--- src/rtl/uart_tx_arb_if.sv ---
// uart_tx_arb_if: bundle of the requester byte bus and the transmitter
// handshake that the arbiter sits between.
//   req_valid/req_data/req_last : per-requester pending byte, lane i at [i*DW +: DW]
//   req_ready                   : one-hot accept strobe back to the requesters
//   grant                       : one-hot current owner, 0 when idle
//   tx_start/tx_data/tx_done    : byte handshake with the UART transmitter
//   timeout_err                 : watchdog pulse
// slave  = arbiter side, master = producer/transmitter side.
interface uart_tx_arb_if #(
    parameter int N_REQ = 4,
    parameter int DW    = 8
);
    logic [N_REQ-1:0]    req_valid;
    logic [N_REQ*DW-1:0] req_data;
    logic [N_REQ-1:0]    req_last;
    logic [N_REQ-1:0]    req_ready;
    logic [N_REQ-1:0]    grant;
    logic                tx_start;
    logic [DW-1:0]       tx_data;
    logic                tx_done;
    logic                timeout_err;

    modport slave (
        input  req_valid, req_data, req_last, tx_done,
        output req_ready, grant, tx_start, tx_data, timeout_err
    );

    modport master (
        output req_valid, req_data, req_last, tx_done,
        input  req_ready, grant, tx_start, tx_data, timeout_err
    );
endinterface

--- src/rtl/uart_tx_arb.sv ---
// uart_tx_arb: round-robin arbiter sharing one UART transmitter among N_REQ
// byte producers. An owner keeps the transmitter for a whole message (up to
// the byte flagged req_last); bytes go out one at a time via tx_start/tx_done.
// A watchdog releases the owner if the transmitter or the owner stalls.
// Ports:
//   clk, rst : clock, asynchronous active-high reset
//   bus      : uart_tx_arb_if.slave (requester bus + transmitter handshake)
module uart_tx_arb #(
    parameter int N_REQ      = 4,
    parameter int DW         = 8,
    parameter int CLK_PER    = 100_000_000,
    parameter int TIMEOUT_US = 2000
) (
    input logic          clk,
    input logic          rst,
    uart_tx_arb_if.slave bus
);
    localparam int TO_CYC = CLK_PER / 1_000_000 * TIMEOUT_US;
    localparam int WD_W   = (TO_CYC > 1) ? $clog2(TO_CYC) : 1;
    localparam int GW     = $clog2(N_REQ);

    typedef enum logic [1:0] {S_IDLE, S_ISSUE, S_WAIT} state_t;

    state_t                   state_q, state_d;
    logic [GW-1:0]            g_q, g_d;
    logic [GW-1:0]            ptr_q, ptr_d;
    logic                     last_q, last_d;
    logic [WD_W-1:0]          wd_q, wd_d;
    logic [N_REQ-1:0]         grant_q, grant_d;
    logic                     tx_start_q, tx_start_d;
    logic [DW-1:0]            tx_data_q, tx_data_d;

    logic [N_REQ-1:0][DW-1:0] lane_data;
    logic [GW-1:0]            cand;
    logic                     pick_vld;
    logic [GW-1:0]            pick_idx;
    logic [N_REQ-1:0]         req_ready;
    logic                     timeout_err;
    logic                     rel;
    logic                     wd_hit;

    for (genvar i = 0; i < N_REQ; i++) begin : g_lane
        assign lane_data[i] = bus.req_data[i*DW +: DW];
    end

    // First valid requester at or after ptr, modulo N_REQ. Scanning the
    // offsets from high to low lets the smallest offset win.
    always_comb begin
        pick_vld = 1'b0;
        pick_idx = '0;
        cand     = '0;
        for (int k = N_REQ - 1; k >= 0; k--) begin
            cand = GW'((int'(ptr_q) + k) % N_REQ);
            if (bus.req_valid[cand]) begin
                pick_vld = 1'b1;
                pick_idx = cand;
            end
        end
    end

    assign wd_hit = (wd_q == WD_W'(TO_CYC - 1));

    always_comb begin
        state_d     = state_q;
        g_d         = g_q;
        ptr_d       = ptr_q;
        last_d      = last_q;
        grant_d     = grant_q;
        tx_start_d  = 1'b0;
        tx_data_d   = tx_data_q;
        wd_d        = wd_q + 1'b1;
        req_ready   = '0;
        timeout_err = 1'b0;
        rel         = 1'b0;

        case (state_q)
            S_IDLE: begin
                wd_d = '0;
                if (pick_vld) begin
                    g_d               = pick_idx;
                    grant_d           = '0;
                    grant_d[pick_idx] = 1'b1;
                    state_d           = S_ISSUE;
                end
            end
            S_ISSUE: begin
                // Owner keeps the grant even while its valid is low, so a
                // message is never interleaved with another requester's.
                req_ready[g_q] = bus.req_valid[g_q];
                if (bus.req_valid[g_q]) begin
                    tx_data_d  = lane_data[g_q];
                    last_d     = bus.req_last[g_q];
                    tx_start_d = 1'b1;
                    state_d    = S_WAIT;
                    wd_d       = '0;
                end else if (wd_hit) begin
                    timeout_err = 1'b1;
                    rel         = 1'b1;
                end
            end
            S_WAIT: begin
                // A done coincident with our own start pulse belongs to a
                // previous frame, not this byte.
                if (bus.tx_done && !tx_start_q) begin
                    if (last_q) begin
                        rel = 1'b1;
                    end else begin
                        state_d = S_ISSUE;
                        wd_d    = '0;
                    end
                end else if (wd_hit) begin
                    timeout_err = 1'b1;
                    rel         = 1'b1;
                end
            end
            default: begin
                state_d = S_IDLE;
                wd_d    = '0;
            end
        endcase

        // Release after a last byte or a watchdog expiry: hand priority to
        // the requester after the current owner.
        if (rel) begin
            grant_d = '0;
            ptr_d   = (g_q == GW'(N_REQ - 1)) ? '0 : g_q + 1'b1;
            state_d = S_IDLE;
            wd_d    = '0;
        end
    end

    always_ff @(posedge clk or posedge rst) begin
        if (rst) begin
            state_q    <= S_IDLE;
            g_q        <= '0;
            ptr_q      <= '0;
            last_q     <= 1'b0;
            wd_q       <= '0;
            grant_q    <= '0;
            tx_start_q <= 1'b0;
            tx_data_q  <= '0;
        end else begin
            state_q    <= state_d;
            g_q        <= g_d;
            ptr_q      <= ptr_d;
            last_q     <= last_d;
            wd_q       <= wd_d;
            grant_q    <= grant_d;
            tx_start_q <= tx_start_d;
            tx_data_q  <= tx_data_d;
        end
    end

    assign bus.req_ready   = req_ready;
    assign bus.grant       = grant_q;
    assign bus.tx_start    = tx_start_q;
    assign bus.tx_data     = tx_data_q;
    assign bus.timeout_err = timeout_err;
endmodule

--- src/flat_wrapper.sv ---
// flat-port wrapper written by rule: the top's interface ports become plain ports
module uart_tx_arb_flat 
#(
    parameter int N_REQ      = 4,
    parameter int DW         = 8,
    parameter int CLK_PER    = 100_000_000,
    parameter int TIMEOUT_US = 2000
)
  (clk, rst, bus_req_valid, bus_req_data, bus_req_last, bus_tx_done, bus_req_ready, bus_grant, bus_tx_start, bus_tx_data, bus_timeout_err);
  uart_tx_arb_if #(.N_REQ(N_REQ), .DW(DW)) bus_i ();
  input logic clk;
  input logic rst;
  input wire logic [$bits(bus_i.req_valid)-1:0] bus_req_valid;
  input wire logic [$bits(bus_i.req_data)-1:0] bus_req_data;
  input wire logic [$bits(bus_i.req_last)-1:0] bus_req_last;
  input wire logic [$bits(bus_i.tx_done)-1:0] bus_tx_done;
  output wire logic [$bits(bus_i.req_ready)-1:0] bus_req_ready;
  output wire logic [$bits(bus_i.grant)-1:0] bus_grant;
  output wire logic [$bits(bus_i.tx_start)-1:0] bus_tx_start;
  output wire logic [$bits(bus_i.tx_data)-1:0] bus_tx_data;
  output wire logic [$bits(bus_i.timeout_err)-1:0] bus_timeout_err;
  assign bus_i.req_valid = bus_req_valid;
  assign bus_i.req_data = bus_req_data;
  assign bus_i.req_last = bus_req_last;
  assign bus_i.tx_done = bus_tx_done;
  assign bus_req_ready = bus_i.req_ready;
  assign bus_grant = bus_i.grant;
  assign bus_tx_start = bus_i.tx_start;
  assign bus_tx_data = bus_i.tx_data;
  assign bus_timeout_err = bus_i.timeout_err;
  uart_tx_arb #(.N_REQ(N_REQ), .DW(DW), .CLK_PER(CLK_PER), .TIMEOUT_US(TIMEOUT_US)) u_core (.clk(clk), .rst(rst), .bus(bus_i));
endmodule
--- config.mk ---
export PLATFORM = sky130hd
export DESIGN_NAME = uart_tx_arb_flat
export DESIGN_NICKNAME = d
export VERILOG_FILES = /design/src/rtl/uart_tx_arb_if.sv /design/src/rtl/uart_tx_arb.sv /design/src/flat_wrapper.sv
export SDC_FILE = /design/constraint.sdc
export NUM_CORES = 1
export LEC_CHECK = 0
export ABC_AREA = 0
export CAP_MARGIN = 20
export CELL_PAD_IN_SITES_DETAIL_PLACEMENT = 1
export CELL_PAD_IN_SITES_GLOBAL_PLACEMENT = 1
export CORE_ASPECT_RATIO = 1.1
export CORE_MARGIN = 4
export CORE_UTILIZATION = 34
export DETAILED_ROUTE_END_ITERATION = 7
export PLACE_DENSITY = 0.82
export SKIP_LAST_GASP = 1
export SLEW_MARGIN = 20
export SYNTH_ARGS = -nofsm -noshare
export SYNTH_HDL_FRONTEND = slang
export SYNTH_SLANG_ARGS = --single-unit
--- constraint.sdc ---
create_clock -name clk -period 1.7 [get_ports clk]
set_input_delay 0.425 -clock clk [delete_from_list [all_inputs] [get_ports clk]]
set_output_delay 0.425 -clock clk [all_outputs]
set_load 0.01 [all_outputs]
==> qor.json, run 1 <==
{
  "clock_tree_from_tritoncts": "yes",
  "ys_ff_latch": 38,
  "timing.reg2reg.setup_slack_ps": -470,
  "clk_root_buffer_cell": "sky130_fd_sc_hd__clkbuf_8",
  "drt_first_iter_violations": 70,
  "grt_util_met1": 0.217,
  "yosys_warnings": 0,
  "grt_setup_unrepaired": "yes",
  "die_w_um": 86.4,
  "crit_arrival_ps": 1780,
  "grt.met2_usage": 0.371,
  "synth_fp_nets": 256,
  "grt_overflow": 0,
  "worst_slew_margin_rel": 0.634,
  "finalSetupViolations": 42,
  "grt_use_met3": 0.0412,
  "timing_max_transition_violations_final": 0,
  "comb_pwr_share": 0.601,
  "crit_fanout": 5,
  "floorplan.die_area_um2": 8130,
  "grt_first_pass_wirelength_um": 12500,
  "synth_cell_types": 42,
  "power_switching_uw": 1950,
  "syn_to_final_growth_pct": 73.1,
  "core_area_um2": 6590,
  "die_height_um": 94.2,
  "timing.final.crit_period_ps": 2210,
  "synth-edff-count": 0,
  "port_buffers": 60,
  "wire_per_inst_um": 20.9,
  "hold_path_class": "primary input to asynchronous set/reset pin",
  "total_detailed_routing_wirelength_um": 8740,
  "layout-drive-gt1-share": 0.454,
  "status": "finished with violations",
  "global_route.usage.total": 0.200,
  "violations": "setup timing",
  "cts-buffers-inserted": 5,
  "total_leakage_power_uw": 0.00174,
  "clk_pin_slew_worst_paths_ps": 80,
  "fp-row-count": 31,
  "launching_element_of_the_worst_setup_path": "u_core.g_q[0]$_DFFE_PP0P_",
  "max_freq_ghz": 0.453,
  "vias": 2176,
  "power_density_nw_per_um2": 1350,
  "critPathLaunchType": "flop",
  "io-pin-count": 61,
  "layout_common_cells": "sky130_fd_sc_hd__buf_4, sky130_fd_sc_hd__clkdlybuf4s50_1, sky130_fd_sc_hd__dfrtp_1",
  "final-hold-violation-count": 0,
  "worst_pin_slew_ps": 547,
  "final.setup.worst_slack_ps": -508,
  "ctsHtreeMaxLevel": 2,
  "initial_utilization": 0.348,
  "clk_path_buf_depth": 2,
  "final_common_cell": "sky130_fd_sc_hd__buf_4",
  "post-route-util": 0.603,
  "final_net_count": 389,
  "crit-reg2reg-launch": "u_core.g_q[0]$_DFFE_PP0P_",
  "insertion_delay_ps": 300,
  "detailedPlacementHpwl_um": 5530,
  "timing.clock.skew_ps": 10.9,
  "p_clk_frac": 0.151,
  "endpoint_kind": "output port",
  "tritoncts_num_sinks": 38,
  "initial_antenna_violation_count": 0,
  "post_detailed_route_drc_marker_count": 0,
  "pin_count_of_the_biggest_net_entering_global_routing": 24,
  "power.internal_uw": 3420,
  "synth_flop_cell": "sky130_fd_sc_hd__dfrtp_1",
  "power.switching_fraction": 0.364,
  "antenna-diode-count": 0,
  "drt-vias-per-instance": 5.19,
  "detailedRoute.firstPassIterationCount": 4,
  "top_usage_layer": "met2",
  "crit_type": "flop to output port",
  "postSynthCellCount": 204,
  "first_global_vias": 2418,
  "gp_congestion": 0.740,
  "drt.antenna.violating_nets": 0,
  "max_cap_violations": 0,
  "synthesis.area_per_instance_um2": 11.3,
  "synth_sequential_area_ratio": 0.414,
  "seq_power_share": 0.249,
  "critical_path_required_ps": 1270,
  "area_of_the_mapped_netlist_um2": 2300,
  "peakVddDrop_uv": 608,
  "async_reset_ff_frac": 1.00,
  "tns_ps": -11580,
  "post-route-period-util": 1.30
}
-- final cells by class --
| cell class | count | area, um2 |
|---|---|---|
| clock buffer | 6 | 82.6 |
| inverter | 8 | 32.5 |
| multi-input combinational | 152 | 1520 |
| fill | 680 | 2620 |
| clock inverter | 1 | 30.0 |
| sequential | 38 | 951 |
| timing repair buffer | 132 | 1250 |
| tap | 82 | 103 |
-- worst max-delay path, stage by stage, from the launching register on --
cell and delay, ps:
sky130_fd_sc_hd__dfrtp_1 470, sky130_fd_sc_hd__buf_6 140, sky130_fd_sc_hd__mux4_2 560, sky130_fd_sc_hd__and3_4 210, sky130_fd_sc_hd__buf_6 110
-- state kept, by name, indices dropped and copies added (netlist names) --
name / count
u_core.wd_q: 18
u_core.bus.tx_data: 8
u_core.bus.grant: 4
u_core.g_q: 2
u_core.ptr_q: 2
u_core.state_q: 2
u_core.bus.tx_start: 1
u_core.last_q: 1
-- path summary, 6_finish.rpt --
check	to	cells past startpoint
min in group clk	u_core.bus.tx_data[5]$_DFFE_PP0P_	1
min	u_core.bus.tx_data[2]$_DFFE_PP0P_	2
min reg2reg	u_core.bus.tx_data[5]$_DFFE_PP0P_	1
max in group asynchronous	u_core.wd_q[8]$_DFF_PP0_	3
max reg2reg	u_core.last_q$_DFFE_PP0P_	7
max	bus_req_ready[2]	4
-- layer usage --
metal	share of wire	up-vias	wire [um]
met5	0	-	0
met4	0.022	0	194
met3	0.036	16	312
met2	0.57	52	5010
met1	0.37	1114	3220
li1	-	994	-
-- kinds of logic (layout without fill, tap and decap cells) --
logic type                 count (synthesis)  count (layout)  synth area share
adders and majority gates                  9               9            0.0490
and+or+nand+nor                           81              82             0.189
xor gates and xnor gates                  16              16            0.0610
DFF                                       38              38             0.414
muxes                                     22              22             0.175
buffers and inverters                     15             147            0.0327
AOI/OAI and AO/OA                         23              23            0.0796
-- repair_timing --
action	4_1_cts	5_1_grt
hold buffers	0	0
cloned	1	3
setup buffers	7	6
gates resized for setup	74	32
setup endpoints to repair	44	42
pin swaps	21	16
-- Yosys cell counts, types with 6 or more instances --
cell / instances / area [um2]
sky130_fd_sc_hd__a21oi_1: 7 / 35.0
sky130_fd_sc_hd__and3_1: 8 / 50.1
sky130_fd_sc_hd__dfrtp_1: 38 / 951
sky130_fd_sc_hd__ha_1: 9 / 113
sky130_fd_sc_hd__inv_1: 8 / 30.0
sky130_fd_sc_hd__mux2_4: 9 / 135
sky130_fd_sc_hd__mux4_2: 8 / 180
sky130_fd_sc_hd__nand2_1: 13 / 48.8
sky130_fd_sc_hd__nand2b_1: 6 / 37.5
sky130_fd_sc_hd__nand3_1: 9 / 45.0
sky130_fd_sc_hd__nor2_1: 23 / 86.3
sky130_fd_sc_hd__o21ai_0: 7 / 35.0
sky130_fd_sc_hd__xor2_1: 12 / 105
-- power by group through the flow --
stage	sequential [uW]	clock (uW)	combinational (uW)
floorplan	1360	0	1250
global placement	1280	0	2300
detailed placement	1310	0	2430
CTS	1310	812	2780
global route	1370	872	3430
finish	1330	809	3230
-- through the flow --
step	instances	setup slack, ps	cell area (um2)	power, uW	hold WS (ps)
floorplan	204	-48.6	2310	2610	475
global placement	397	-896	3430	3590	492
detailed placement	397	-942	3430	3740	498
CTS	412	-449	3750	4910	422
global route	419	-583	3970	5670	420
finish	419	-508	3970	5370	398
(Power assumes the default switching activity.)
==> run 2, diff against run 1 <==
--- a/config.mk
+++ b/config.mk
@@ -12,6 +12,7 @@
 export CORE_ASPECT_RATIO = 1.1
 export CORE_MARGIN = 4
 export CORE_UTILIZATION = 34
+export CTS_CLUSTER_SIZE = 24
 export DETAILED_ROUTE_END_ITERATION = 7
 export PLACE_DENSITY = 0.82
 export SKIP_LAST_GASP = 1
==> results of run 2 <==
Same layout as run 1: the final DEF is identical, and so are final timing and power.
==> run 3, diff against run 2 <==
--- a/config.mk
+++ b/config.mk
@@ -14,7 +14,7 @@
 export CORE_UTILIZATION = 34
 export CTS_CLUSTER_SIZE = 24
 export DETAILED_ROUTE_END_ITERATION = 7
-export PLACE_DENSITY = 0.82
+export PLACE_DENSITY_LB_ADDON = 0.08
 export SKIP_LAST_GASP = 1
 export SLEW_MARGIN = 20
 export SYNTH_ARGS = -nofsm -noshare
==> run 3 against run 2 <==
Net effect: setup slack improved by 78 ps; maximum frequency rose by 3.7%; clock skew fell by 4.3 ps; hold slack improved by 85 ps; the run still ends with setup timing left.
==> qor.json, run 3 (synthesized netlist as in run 1, its figures left out) <==
{
  "status": "finished with violations",
  "violations": "setup timing",
  "timing.reg2reg.setup_slack": {"value": -310, "unit": "ps", "change": "+160 ps"},
  "final_net_count": {"value": 380, "change": "-2.3%"},
  "ctsHtreeMaxLevel": {"value": 2, "change": "unchanged"},
  "cts-buffers-inserted": {"value": 5, "change": "unchanged"},
  "power_density": {"value": 1280, "unit": "nW/um2", "change": "-5.3%"},
  "total_detailed_routing_wirelength": {"value": 6900, "unit": "um", "change": "-21%"},
  "hold_path_class": "primary input to asynchronous set/reset pin",
  "wire_per_inst": {"value": 16.8, "unit": "um", "change": "-19%"},
  "final-hold-violation-count": {"value": 0, "change": "unchanged"},
  "timing.rr.end": "u_core.bus.tx_data[3]$_DFFE_PP0P_",
  "global_route.usage.total": {"value": 0.168, "change": "-0.0325"},
  "layout-drive-gt1-share": {"value": 0.368, "change": "-0.0862"},
  "pin_count_of_the_biggest_net_entering_global_routing": {"value": 39, "change": "+63%"},
  "worst_pin_slew": {"value": 367, "unit": "ps", "change": "-180 ps"},
  "io-pin-count": {"value": 61, "change": "unchanged"},
  "post-route-util": {"value": 0.559, "change": "-0.0435"},
  "clock_tree_from_tritoncts": "yes",
  "gp_congestion": {"value": 0.747, "change": "+0.85%"},
  "detailedRoute.firstPassIterationCount": {"value": 4, "change": "unchanged"},
  "die_height": {"value": 94.2, "unit": "um", "change": "unchanged"},
  "drt.antenna.violating_nets": {"value": 0, "change": "unchanged"},
  "largest_register_ffs": {"value": 18, "change": "unchanged"},
  "layout_common_cells": "sky130_fd_sc_hd__buf_4, sky130_fd_sc_hd__clkdlybuf4s50_1, sky130_fd_sc_hd__dfrtp_1",
  "crit_arrival": {"value": 1700, "unit": "ps", "change": "-80 ps"},
  "drt-vias-per-instance": {"value": 4.96, "change": "-4.5%"},
  "crit_fanout": {"value": 6, "change": "+1"},
  "finalSetupViolations": {"value": 41, "change": "-2.4%"},
  "critPathLaunchType": "flop",
  "timing.final.crit_period": {"value": 2130, "unit": "ps", "change": "-78.5 ps"},
  "drt_first_iter_violations": {"value": 37, "change": "-47%"},
  "clk_path_buf_depth": {"value": 2, "change": "unchanged"},
  "critical-path-slowest-cell": "sky130_fd_sc_hd__mux4_2",
  "met3WireLength": {"value": 296, "unit": "um", "change": "-5.1%"},
  "detailedPlacementHpwl": {"value": 5020, "unit": "um", "change": "-9.1%"},
  "wirelength_met1": {"value": 2920, "unit": "um", "change": "-9.5%"},
  "grt_overflow": {"value": 0, "change": "unchanged"},
  "die_w": {"value": 86.4, "unit": "um", "change": "unchanged"},
  "reg2regPathDepth": {"value": 6, "change": "-1"},
  "top_register": "u_core.wd_q",
  "first_global_vias": {"value": 2232, "change": "-7.7%"},
  "final.hold.worst_slack": {"value": 482, "unit": "ps", "change": "+84.6 ps"},
  "worst_path_largest_cell_delay": {"value": 560, "unit": "ps", "change": "about the same"},
  "vias": {"value": 2039, "change": "-6.3%"},
  "timing.clock.skew": {"value": 6.62, "unit": "ps", "change": "-4.31 ps"},
  "post-layout-total-power": {"value": 4720, "unit": "uW", "change": "-12%"},
  "initial_antenna_violation_count": {"value": 0, "change": "unchanged"},
  "endpoint_kind": "output port",
  "highest-signal-layer": "met4",
  "peakVddDrop": {"value": 567, "unit": "uV", "change": "-6.8%"},
  "total_leakage_power": {"value": 0.00164, "unit": "uW", "change": "-5.7%"},
  "clk_root_buffer_cell": "sky130_fd_sc_hd__clkbuf_8",
  "crit_type": "flop to output port",
  "floorplan.die_area": {"value": 8130, "unit": "um2", "change": "unchanged"},
  "insertion_delay": {"value": 290, "unit": "ps", "change": "about the same"},
  "grt_first_pass_wirelength": {"value": 10800, "unit": "um", "change": "-14%"},
  "port_buffers": {"value": 60, "change": "unchanged"},
  "max_cap_violations": {"value": 0, "change": "unchanged"},
  "post_detailed_route_drc_marker_count": {"value": 0, "change": "unchanged"},
  "timing_max_transition_violations_final": {"value": 0, "change": "unchanged"},
  "max_freq": {"value": 0.470, "unit": "GHz", "change": "+3.7%"},
  "antenna-diode-count": {"value": 0, "change": "unchanged"},
  "critical_path_required": {"value": 1270, "unit": "ps", "change": "about the same"},
  "final.setup.worst_slack": {"value": -430, "unit": "ps", "change": "+78.5 ps"},
  "tritoncts_num_sinks": {"value": 38, "change": "unchanged"},
  "clk_pin_slew_worst_paths": {"value": 80, "unit": "ps", "change": "about the same"},
  "post-route-period-util": {"value": 1.25, "change": "-0.0462"},
  "worst_slew_margin_rel": {"value": 0.754, "change": "+0.120"},
  "grt_setup_unrepaired": "yes",
  "critPathMostFrequentCell": "sky130_fd_sc_hd__buf_6",
  "syn_to_final_growth_pct": 60.6,
  "fp-row-count": {"value": 31, "change": "unchanged"},
  "initial_utilization": {"value": 0.348, "change": "unchanged"},
  "final_common_cell": "sky130_fd_sc_hd__buf_4",
  "route.met2.wl": {"value": 3620, "unit": "um", "change": "-28%"},
  "crit-reg2reg-launch": "u_core.g_q[0]$_DFFE_PP0P_",
  "core_area": {"value": 6590, "unit": "um2", "change": "unchanged"},
  "path_cells": "mux4_2, buf_6, and3_4, buf_6",
  "fillCellCount": {"value": 731, "change": "+7.5%"}
}
## run 3: worst max-delay path, delay by kind of cell (launching register included)
family | cells | cell delay (ps)
buf+inv | 2 | 250
flops | 1 | 450
mux | 1 | 560
simple gates | 1 | 160
## run 3: worst max path at each step
stage / from / endpoint / slack (ps) / cells past startpoint
detailed placement: bus_req_valid[2] / bus_timeout_err / -840 / 6
global route: u_core.wd_q[15]$_DFF_PP0_ / bus_timeout_err / -510 / 5
floorplan: u_core.g_q[0]$_DFFE_PP0P_ / bus_timeout_err / -50 / 5
global placement: bus_req_valid[2] / bus_timeout_err / -810 / 6
CTS: u_core.g_q[0]$_DFFE_PP0P_ / bus_req_ready[3] / -460 / 4
finish: u_core.g_q[0]$_DFFE_PP0P_ / bus_req_ready[3] / -430 / 4
## run 3: power breakdown
part	total, uW	switching (uW)	leakage (uW)	internal (uW)
clock	654	326	0.0000482	328
combinational	2750	1140	0.00109	1610
sequential	1320	177	0.000500	1140
total	4720	1640	0.00164	3080
## run 3: metrics by stage
step / setup WS (ps) / instance area, um2 / cells / setup TNS [ps]
floorplan: -48.6 / 2310 / 204 / -410
global placement: -814 / 3430 / 395 / -20840
detailed placement: -845 / 3430 / 395 / -22100
CTS: -457 / 3580 / 408 / -4120
global route: -513 / 3690 / 411 / -10110
finish: -430 / 3690 / 411 / -6310
## run 3: cell type report
type / count / area (um2) / share of cell area
clock buffers: 7 / 86.3 / 0.0234
repair buffers: 124 / 1140 / 0.309
flip-flops and latches: 38 / 952 / 0.258
clock inverters: 1 / 5.00 / 0.00136
multi-input cells: 151 / 1370 / 0.372
well taps: 82 / 103 / 0.0278
inverters: 8 / 32.5 / 0.00882
## run 3: timing repair
| item | in CTS | in global routing |
|---|---|---|
| buffers inserted | 6 | 5 |
| gates resized for setup | 42 | 20 |
| pin swaps | 14 | 9 |
| hold buffers | 0 | 0 |
| endpoints found under the setup margin | 43 | 40 |
## run 3: routing by layer
| metal | vias up | GRT usage |
|---|---|---|
| met5 | - | 0 |
| met4 | 0 | 0.0468 |
| met3 | 8 | 0.0263 |
| met2 | 40 | 0.298 |
| met1 | 1017 | 0.209 |
| li1 | 974 | - |
